## src/rtl/vec_mem_seq_if.sv

```systemverilog
// Bus bundle between the vector memory sequencer, its controller,
// the 8-bit data memory port and the VRF write port.
interface vec_mem_seq_if #(
  parameter int unsigned ADDR_W = 8,
  parameter int unsigned LANE_W = 8
);
  logic                  start_load;
  logic                  start_store;
  logic [ADDR_W-1:0]     base_addr;
  logic [4*LANE_W-1:0]   vdata_in;
  logic [LANE_W-1:0]     mem_q;
  logic [ADDR_W-1:0]     mem_addr;
  logic                  mem_rd;
  logic                  mem_wr;
  logic [LANE_W-1:0]     mem_data;
  logic [4*LANE_W-1:0]   vdata_out;
  logic                  vrf_write;
  logic                  busy;
  logic                  done;

  // Controller / memory / VRF side.
  modport master (
    output start_load, start_store, base_addr, vdata_in, mem_q,
    input  mem_addr, mem_rd, mem_wr, mem_data, vdata_out, vrf_write, busy, done
  );

  // Sequencer side.
  modport slave (
    input  start_load, start_store, base_addr, vdata_in, mem_q,
    output mem_addr, mem_rd, mem_wr, mem_data, vdata_out, vrf_write, busy, done
  );
endinterface

```

## src/rtl/vec_mem_seq.sv

```systemverilog
// Vector memory sequencer: runs a vector load or store as a byte-serial
// burst of four accesses. Loads assemble a 4-lane vector for the VRF,
// stores serialise a latched vector out to memory. Lane 0 is the MS lane.
module vec_mem_seq #(
  parameter int unsigned ADDR_W = 8,
  parameter int unsigned LANE_W = 8
) (
  input  logic          clock,
  input  logic          reset,
  vec_mem_seq_if.slave  bus
);

  typedef enum logic [2:0] {
    IDLE,
    LOAD,
    LCAP,
    LWB,
    STORE
  } state_t;

  state_t              state_q, state_d;
  logic [1:0]          idx_q, idx_d;
  logic [ADDR_W-1:0]   base_q;
  logic [4*LANE_W-1:0] svec_q;
  logic [4*LANE_W-1:0] vdata_q, vdata_d;

  logic                accept;
  logic                load_go;
  logic                store_go;
  logic                cap_en;
  logic [1:0]          cap_lane;
  logic [1:0]          cap_slot;
  logic [1:0]          st_slot;

  // Start acceptance: LWB already frees the sequencer so a new
  // operation can follow the write-back without a lost cycle.
  always_comb begin
    accept   = (state_q == IDLE) || (state_q == LWB);
    load_go  = accept && bus.start_load;
    store_go = accept && !bus.start_load && bus.start_store;
  end

  // Next-state, lane index and memory/VRF strobes.
  always_comb begin
    state_d       = state_q;
    idx_d         = idx_q;
    bus.mem_addr  = base_q;
    bus.mem_rd    = 1'b0;
    bus.mem_wr    = 1'b0;
    bus.mem_data  = '0;
    bus.vrf_write = 1'b0;
    bus.done      = 1'b0;
    st_slot       = ~idx_q;
    unique case (state_q)
      IDLE: begin
        state_d = IDLE;
      end
      LOAD: begin
        bus.mem_rd   = 1'b1;
        bus.mem_addr = base_q + ADDR_W'(idx_q);
        idx_d        = idx_q + 2'd1;
        if (idx_q == 2'd3) state_d = LCAP;
      end
      LCAP: begin
        state_d = LWB;
      end
      LWB: begin
        bus.vrf_write = 1'b1;
        bus.done      = 1'b1;
        state_d       = IDLE;
      end
      STORE: begin
        bus.mem_wr   = 1'b1;
        bus.mem_addr = base_q + ADDR_W'(idx_q);
        bus.mem_data = svec_q[st_slot*LANE_W +: LANE_W];
        idx_d        = idx_q + 2'd1;
        if (idx_q == 2'd3) begin
          bus.done = 1'b1;
          state_d  = IDLE;
        end
      end
      default: begin
        state_d = IDLE;
      end
    endcase
    if (load_go) begin
      state_d = LOAD;
      idx_d   = '0;
    end else if (store_go) begin
      state_d = STORE;
      idx_d   = '0;
    end
  end

  // Load data capture: memory read data trails the address by one cycle,
  // so the lane captured is one behind the lane being addressed.
  always_comb begin
    vdata_d  = vdata_q;
    cap_en   = ((state_q == LOAD) && (idx_q != 2'd0)) || (state_q == LCAP);
    cap_lane = (state_q == LCAP) ? 2'd3 : (idx_q - 2'd1);
    cap_slot = ~cap_lane;
    if (cap_en) vdata_d[cap_slot*LANE_W +: LANE_W] = bus.mem_q;
  end

  // Status outputs.
  always_comb begin
    bus.busy      = (state_q != IDLE);
    bus.vdata_out = vdata_q;
  end

  // State, index, latched operands and assembled load vector.
  always_ff @(posedge clock or posedge reset) begin
    if (reset) begin
      state_q <= IDLE;
      idx_q   <= '0;
      base_q  <= '0;
      svec_q  <= '0;
      vdata_q <= '0;
    end else begin
      state_q <= state_d;
      idx_q   <= idx_d;
      vdata_q <= vdata_d;
      if (load_go || store_go) base_q <= bus.base_addr;
      if (store_go) svec_q <= bus.vdata_in;
    end
  end

endmodule

```

## src/flat_wrapper.sv

```systemverilog
// flat-port wrapper written by rule: the top's interface ports become plain ports
module vec_mem_seq_flat 
#(
  parameter int unsigned ADDR_W = 8,
  parameter int unsigned LANE_W = 8
)
  (clock, reset, bus_start_load, bus_start_store, bus_base_addr, bus_vdata_in, bus_mem_q, bus_mem_addr, bus_mem_rd, bus_mem_wr, bus_mem_data, bus_vdata_out, bus_vrf_write, bus_busy, bus_done);
  vec_mem_seq_if #(.ADDR_W(ADDR_W), .LANE_W(LANE_W)) bus_i ();
  input  logic clock;
  input  logic reset;
  input wire logic [$bits(bus_i.start_load)-1:0] bus_start_load;
  input wire logic [$bits(bus_i.start_store)-1:0] bus_start_store;
  input wire logic [$bits(bus_i.base_addr)-1:0] bus_base_addr;
  input wire logic [$bits(bus_i.vdata_in)-1:0] bus_vdata_in;
  input wire logic [$bits(bus_i.mem_q)-1:0] bus_mem_q;
  output wire logic [$bits(bus_i.mem_addr)-1:0] bus_mem_addr;
  output wire logic [$bits(bus_i.mem_rd)-1:0] bus_mem_rd;
  output wire logic [$bits(bus_i.mem_wr)-1:0] bus_mem_wr;
  output wire logic [$bits(bus_i.mem_data)-1:0] bus_mem_data;
  output wire logic [$bits(bus_i.vdata_out)-1:0] bus_vdata_out;
  output wire logic [$bits(bus_i.vrf_write)-1:0] bus_vrf_write;
  output wire logic [$bits(bus_i.busy)-1:0] bus_busy;
  output wire logic [$bits(bus_i.done)-1:0] bus_done;
  assign bus_i.start_load = bus_start_load;
  assign bus_i.start_store = bus_start_store;
  assign bus_i.base_addr = bus_base_addr;
  assign bus_i.vdata_in = bus_vdata_in;
  assign bus_i.mem_q = bus_mem_q;
  assign bus_mem_addr = bus_i.mem_addr;
  assign bus_mem_rd = bus_i.mem_rd;
  assign bus_mem_wr = bus_i.mem_wr;
  assign bus_mem_data = bus_i.mem_data;
  assign bus_vdata_out = bus_i.vdata_out;
  assign bus_vrf_write = bus_i.vrf_write;
  assign bus_busy = bus_i.busy;
  assign bus_done = bus_i.done;
  vec_mem_seq #(.ADDR_W(ADDR_W), .LANE_W(LANE_W)) u_core (.clock(clock), .reset(reset), .bus(bus_i));
endmodule
```

## config.mk

```make
export PLATFORM = sky130hd
export DESIGN_NAME = vec_mem_seq_flat
export DESIGN_NICKNAME = d
export VERILOG_FILES = /design/src/rtl/vec_mem_seq_if.sv /design/src/rtl/vec_mem_seq.sv /design/src/flat_wrapper.sv
export SDC_FILE = /design/constraint.sdc
export NUM_CORES = 1
export LEC_CHECK = 0
export CAP_MARGIN = 0
export CORE_ASPECT_RATIO = 0.7
export CORE_MARGIN = 2
export CORE_UTILIZATION = 38
export CTS_CLUSTER_DIAMETER = 80
export CTS_CLUSTER_SIZE = 10
export DETAILED_ROUTE_END_ITERATION = 6
export PLACE_DENSITY = 0.68
export SYNTH_ARGS = -nofsm -noshare
export SYNTH_HDL_FRONTEND = slang
export SYNTH_SLANG_ARGS = --single-unit
```

## constraint.sdc

```tcl
create_clock -name clock -period 7.2 [get_ports clock]
set_clock_uncertainty 0.05 [all_clocks]
set_input_delay 2.16 -clock clock [delete_from_list [all_inputs] [get_ports clock]]
set_output_delay 2.16 -clock clock [all_outputs]
set_load 0.01 [all_outputs]
```

Yosys cells after proc, flatten, opt, wreduce, memory -nomap -nowiden
Index checks and enable logic that the tools add are counted.
- add/sub/neg operators: 4
- eq/ne operators: 7
- shift-type cells: 3
- mux-type cells: 17
- bitwise gates (word level): 2
- reductions and logical operators: 14
- operators by type and width (kind ; count):
    5-bit negation with 34-bit output ; 1
    8-bit by 34-bit variable shift with 32-bit output (first input constant) ; 1
    8-bit by 34-bit variable part select with 32-bit output ; 1
    32-bit bitwise mux ; 1
    32-bit by 6-bit variable part select with 8-bit output ; 1
    8-bit two-way mux ; 2
    3-bit two-way mux ; 4
    3-bit one-hot mux with 3 select lines ; 1
    8-bit by 2-bit adder with 8-bit output ; 1
    2-bit two-way mux ; 4
    4-bit by 1-bit inequality test with 1-bit output (second input constant) ; 2
    3-bit by 2-bit equality test with 1-bit output (second input constant) ; 2
    3-bit nonzero test ; 2
    1-bit logical AND ; 4
    1-bit two-way mux ; 4
    2-bit NOT ; 2
    3-bit by 1-bit equality test with 1-bit output (second input constant) ; 1
    3-bit equality test (second input constant) ; 1
    3-bit zero test ; 1
    1-bit logical OR ; 3
    2-bit by 1-bit adder with 2-bit output (second input constant) ; 1
    2-bit equality test (second input constant) ; 1
    1-bit one-hot mux with 2 select lines ; 1
    2-bit AND reduction ; 1
    4 further kinds ; 4
- bits in registers: 77
- input port bits: 52

Logic depth before layout (Yosys ltp)
Gate-level depths: netlist of run 1.
- word-level depth: 6
- mapped depth: 10
- mapped depth without buffers: 8

Worst setup path after synthesis of run 1
No wires, ideal clock.
- kind: reg2out
- from: reg u_core.idx_q[1]
- to: out bus_mem_addr[6]
- data arrival time: 1812 ps
- required time: 4990 ps
- setup slack: 3178 ps
- stages on the path, launching flop included: 6
- buffers on the path: 1
- cell sequence: dfrtp_1 clkbuf_1 inv_1 fa_1 nor3b_1 xor2_1
- word-level cells in the longest chain between the ends: 2
- ends and longest elaborated chain (what ; line ; source):
    start, declared ; vec_mem_seq.sv:22 ; logic [1:0] idx_q, idx_d;
    start signal, assigned ; vec_mem_seq.sv:121 ; idx_q <= idx_d;
    8-bit by 2-bit adder with 8-bit output ; vec_mem_seq.sv:60, vec_mem_seq.sv:74 ;
    8-bit two-way mux ; n/a ;
    end, declared ; flat_wrapper.sv:16 ; output wire logic [$bits(bus_i.mem_addr)-1:0] bus_mem_addr;
No other way between the ends.

Worst setup path after layout of run 1
- from: reg u_core.idx_q[0]
- to: out bus_mem_addr[6]
The elaborated chain is that of the path after synthesis.

==> run summary, run 1 <==
Psw: 0.7747 mW
Nets: 473
VDD IR max: 0.2442 mV
Layout cell share with drive strength beyond 1: 18.27%
DR DRC count: 0
Post-CTS Hold Buffers: 0
Wire per inst: 15.85 µm
Overall routing resource usage: 16.95%
Post-Syn Nets: 373
Layout Cells excl Fill: 544
Synth cell count leaders: dfrtp_1, nand2_1, mux2_4, o31ai_1, inv_1
Post-route worst setup slack: 2.086 ns
Antenna violations before repair: 0
Num ports: 105
Via count: 2722
HP Start: u_core.bus.vdata_out[16]
CP Max Fanout: 14
Number of synthesized flops with an enable pin: 0
Cells after DPL: 528
Startpoint type of the worst setup path: flop
Sequential area share after synthesis: 50.02%
Initial core utilization: 39.47%
Worst stage delay on the critical path: 0.76 ns
Hold Fails Final Rpt: 0
Clock-pin slew of the registers on the worst-case setup and hold paths: 0.06 ns
Uppermost routed layer: met4
Worst R2R Start: u_core.idx_q[1]
First-pass GRT wire length: 14580 µm
Met2 Routed Length: 3813 µm
Slew HR: 31.85%
Routability cong.: 0.8211
Post-synth cell types: 47
Async SR Flop Fraction: 100.0%
Remaining Overflow, GRT: 0
Net Sw Frac: 34.96%
Flop pwr share: 35.2%
Post-CTS Resized: 0
Pwr/cell area: 423.5 nW/µm²
Drt first-iter violations: 173
Final setup violation count: 0
Fmax: 195.5 MHz
Worst-Skew Late Latency: 0.34 ns
Post-Route WL: 8621 µm
Die W: 124.3 µm
TritonCTS clock tree: yes
Lkg Pwr: 2.286 nW
Critical Path Slowest Stage Cell: dfrtp_1
Hpwl dp: 6292 µm
Ant diodes: 0
Syn. warnings: 0
Total CTS buffers: 9
Post-CTS setup buffer count: 0
Fin crit period: 5.114 ns
Combinational fraction of design power: 45.9%
Pre-CTS setup slack: 2.445 ns
Crit-path cells: ha_1, inv_1, fa_1, nor3b_1, xor2_1, clkdlybuf4s50_1
Worst Hold Class: reg2reg
DIE HEIGHT: 88.24 µm
Mapped cell area: 3852 µm²
Critical Path RT: 4.99 ns
Clk pwr share: 18.9%
Root Buffer Master: clkbuf_16
Syn Area/Cell: 12.39 µm²
Setup TNS: 0 ns
Die area: 10970 µm²
Core area: 9759 µm²
Post-synth top area share: 50.02%
Max-slew violation count: 0
Met3 WL post-DR: 584 µm
CP endpoint kind: primary output
Worst-margin pin slew: 1.022 ns
Worst-case clock buffer depth: 2
M1 wire length: 4149 µm
DR vias/cell: 5.004
Area delta synth->final: 35.79%
Total of max-cap violations: 0
Arrival time at the worst endpoint: 2.90 ns
Final core utilization: 53.60%
Cell with the most instances after synthesis: dfrtp_1
Primary FF master, synth: dfrtp_1
Outcome: complete, no violations
Post-synth top area cell: dfrtp_1
Setup CP Type: reg2out
H-tree Lvls: 3
P_int: 1.441 mW
Largest net degree at the start of global routing: 57
Final ANT Viol Nets: 0
RSZ-0062 raised after global routing: no
Register bit total from synthesis: 77
Num rows: 30
Synth top area cells: dfrtp_1, mux2_4, mux4_2
Drt pass-1 iters: 5
Cells after Synth: 311
Number of port buffers: 104
TritonCTS Sinks: 77
Period utilisation layout: 71.03%
Worst Setup SP: u_core.idx_q[0]
Vias in the first global route: 2786
cells in the final DEF (no fill, tap or decap), drive strengths merged, types with 6 or more instances in the layout:
cell type      count
o31ai             16
mux2              40
dfrtp             77
mux4               8
a22o               8
nor2               6
and2               8
clkdlybuf4s50    104
and3               8
ha                 9
clkbuf            11
xor2               6
nand2             45
o21ai             12
inv               17
power groups by stage:
stage          combinational (mW)  sequential [mW]  clock [mW]
3_5_place_dp                 1.02            0.787           0
2_1_floorplan               0.694            0.733           0
3_3_place_gp                0.998            0.779           0
6_report                     1.02            0.780       0.419
4_1_cts                      1.03            0.782       0.428
5_1_grt                      1.12            0.808       0.449
worst paths after layout:
path,cells after the start,slack (ns),end
hold reg to reg,2,0.43,u_core.bus.vdata_out[16]
setup / recovery,6,2.09,bus_mem_addr[6]
min in group asynchronous,2,2.10,u_core.svec_q[16]
max in group asynchronous,3,3.92,u_core.base_q[0]
setup reg to reg,8,4.45,u_core.bus.vdata_out[14]
hold / removal,2,0.43,u_core.bus.vdata_out[16]
logic make-up (layout without fill, tap and decap cells):
logic type / after synthesis / after routing / synth area share [%]
AOI/OAI and AO/OA: 45 / 45 / 7.925
DFF: 77 / 77 / 50.02
adders and majority gates: 10 / 10 / 3.443
and+or+nand+nor: 92 / 92 / 13.48
xor gates and xnor gates: 7 / 7 / 1.591
muxes: 48 / 48 / 19.19
buffers and inverters: 32 / 137 / 4.352
routing by layer:
layer	GRT usage [%]	up-vias
met2	25.68	82
met1	23.57	1336
met5	0	-
met3	6.288	8
li1	-	1296
met4	3.779	0
metrics by stage:
stage	hold WS [ns]	power (mW)	area [µm²]
global route	0.4621	2.374	5231
detailed placement	0.4192	1.805	4955
CTS	0.4326	2.236	5231
finish	0.4316	2.216	5231
global placement	0.4171	1.777	4955
floorplan	0.4257	1.428	3852
worst max-delay path: cells and delay by family (launching register included):
family | cells | cell delay [ns]
DFF | 1 | 0.76
adders and majority gates | 2 | 0.72
buffers and inverters | 2 | 0.61
and+or+nand+nor | 1 | 0.28
xor gates and xnor gates | 1 | 0.19
registers in the layout, summed over array words and instances (netlist names):
name / count
u_core.bus.vdata_out: 32
u_core.svec_q: 32
u_core.base_q: 8
u_core.state_q: 3
u_core.idx_q: 2
area by class of cell:
cell class	instances	area, µm²
repair buffers	105	1049
fillers	863	4528
well taps	128	160.2
multi-input cells	202	1759
clock buffers	11	242.7
inverters	16	60.06
flip-flops and latches	77	1927
clock inverters	5	33.78
Note: power is estimated with default switching activity, not from simulation.
==> run 2: changes to the inputs <==
==> constraint.sdc (replaced) <==
create_clock -name clock -period 4.75 [get_ports clock]
set_clock_uncertainty 0.05 [all_clocks]
set_input_delay 1.425 -clock clock [delete_from_list [all_inputs] [get_ports clock]]
set_output_delay 1.425 -clock clock [all_outputs]
set_load 0.01 [all_outputs]
==> run 2 against run 1 <==
Global-route usage down 0.24 points. Sequential share of layout area down 0.50 points. Critical path depth decreased by 1. Critical endpoint unchanged.
==> run summary, run 2 (synthesis gave the netlist of run 1 again) <==
HP Start: u_core.bus.vdata_out[12]
End of the worst hold path: u_core.bus.vdata_out[12]
Arrival time at the worst endpoint: 2.62 ns (-0.28 ns)
Post-route worst setup slack: 0.6532 ns (-1.433 ns)
Ant diodes: 0 (unchanged)
Post-CTS setup buffer count: 0 (unchanged)
Crit-path cells: inv_1, fa_1, nor3b_1, xor2_1, clkdlybuf4s50_1
Routability cong.: 0.8274 (+0.77%)
Post-CTS Hold Buffers: 0 (unchanged)
Final ANT Viol Nets: 0 (unchanged)
Lkg Pwr: 2.325 nW (+1.7%)
Worst Hold Class: reg2reg
R2r endpoint: u_core.bus.vdata_out[14]
Final Cell Area: 5303 µm² (+1.4%)
Via count: 2747 (+0.92%)
Worst-Skew Late Latency: 0.33 ns (about the same)
Post-CTS Resized: 0 (unchanged)
CP endpoint kind: primary output
Root Buffer Master: clkbuf_16
RSZ-0062 raised after global routing: no
TritonCTS Sinks: 77 (unchanged)
Outcome: complete, no violations
Initial core utilization: 39.47% (unchanged)
Post-Route WL: 8567 µm (-0.63%)
VDD IR max: 0.3889 mV (+59%)
Vias in the first global route: 2880 (+3.4%)
Worst-margin pin slew: 1.037 ns (+0.01446 ns)
Fmax: 244.1 MHz
Num rows: 30 (unchanged)
DR DRC count: 0 (unchanged)
DR vias/cell: 5.022 (+0.36%)
Reg2reg setup slack: 2.07 ns (-2.38 ns)
Cells after DPL: 531 (+0.57%)
Antenna violations before repair: 0 (unchanged)
Overall routing resource usage: 16.71% (-0.24 points)
Hpwl dp: 6359 µm (+1.1%)
Pwr/cell area: 654.0 nW/µm² (+54%)
Commonest non-fill, non-tap cell in the layout: clkdlybuf4s50_1
Largest net degree at the start of global routing: 44 (-23%)
Pwr Total: 3.468 mW (+57%)
Period utilisation layout: 86.25%
Critical Path Slowest Stage Cell: dfrtp_1
Final core utilization: 54.33% (+0.73 points)
Startpoint type of the worst setup path: flop
WHS Path Cells: 2 (unchanged)
Total of max-cap violations: 0 (unchanged)
Worst stage delay on the critical path: 0.67 ns (-0.09 ns)
R2R cell count: 8 (unchanged)
Clock-pin slew of the registers on the worst-case setup and hold paths: 0.06 ns (about the same)
Drt first-iter violations: 151 (-13%)
Setup CP Type: reg2out
Setup TNS: 0 ns (unchanged)
Number of port buffers: 104 (unchanged)
Layout Cells excl Fill: 547 (+0.55%)
TritonCTS clock tree: yes
Hold Fails Final Rpt: 0 (unchanged)
First-pass GRT wire length: 14470 µm (-0.75%)
H-tree Lvls: 3 (unchanged)
CP Max Fanout: 12 (-2)
Most frequent cells in the layout: clkdlybuf4s50_1, dfrtp_1, nand2_1
Pre-CTS setup slack: 0.9478 ns (-1.498 ns)
Num ports: 105 (unchanged)
Total CTS buffers: 9 (unchanged)
Crit path buf inv count: 2 (unchanged)
Max-slew violation count: 0 (unchanged)
Core area: 9759 µm² (unchanged)
Final setup violation count: 0 (unchanged)
Hold_ws: 0.4332 ns (+0.001585 ns)
Die W: 124.3 µm (unchanged)
Critical Path RT: 3.27 ns (-1.72 ns)
Die area: 10970 µm² (unchanged)
Remaining Overflow, GRT: 0 (unchanged)
DIE HEIGHT: 88.24 µm (unchanged)
Layout fillers: 866 (+0.35%)
Placed inst area: 4977 µm² (+0.45%)
Fin crit period: 4.097 ns
Nets: 476 (+0.63%)
Area delta synth->final: 37.64%
Wire per inst: 15.66 µm (-1.2%)
Drt pass-1 iters: 4 (-1)
Worst-case clock buffer depth: 2 (unchanged)
Worst R2R Start: u_core.idx_q[1]
Critical path's top delay family: buffers and inverters
Slew HR: 30.42% (-1.4 points)
Layout cell share with drive strength beyond 1: 18.85% (+0.59 points)
==> run 2: final cells by class <==
type                       count  area [µm²]  share of cell area [%]
clock inverter                 6       96.34                   1.817
tap                          128       160.2                   3.020
inverter                      16       60.06                   1.133
multi-input combinational    202        1759                   33.18
sequential                    77        1927                   36.34
clock buffer                  10       229.0                   4.318
timing repair buffer         108        1071                   20.20
==> run 2: tightest hold or removal path: cells and delay by family, from the launching register on <==
family,cells,cell delay [ns]
AOI/OAI and AO/OA,1,0.06
DFF,1,0.34
and+or+nand+nor,1,0.05
==> run 2: worst max-delay path by stage <==
| stage | startpoint | to | slack (ns) | cells after the start |
|---|---|---|---|---|
| floorplan | reset | u_core.base_q[0] | 1.31 | 1 |
| global placement | u_core.idx_q[1] | bus_mem_addr[6] | 0.95 | 5 |
| detailed placement | u_core.idx_q[1] | bus_mem_addr[6] | 0.95 | 5 |
| CTS | u_core.idx_q[1] | bus_mem_addr[6] | 0.59 | 5 |
| global route | u_core.idx_q[1] | bus_mem_addr[4] | 0.38 | 5 |
| finish | u_core.idx_q[1] | bus_mem_addr[6] | 0.65 | 5 |
==> run 2: power by group <==
group / internal, mW / switching, mW
sequential: 0.934 / 0.225
combinational: 0.886 / 0.682
clock: 0.466 / 0.274
total: 2.29 / 1.18
==> run 2: per-layer routing <==
layer / vias to the layer above / wire length [µm] / GRT usage, %
li1: 1289 / - / -
met1: 1362 / 4149 / 22.64
met2: 92 / 3801 / 26.88
met3: 4 / 588 / 5.502
met4: 0 / 28 / 3.269
met5: - / 0 / 0
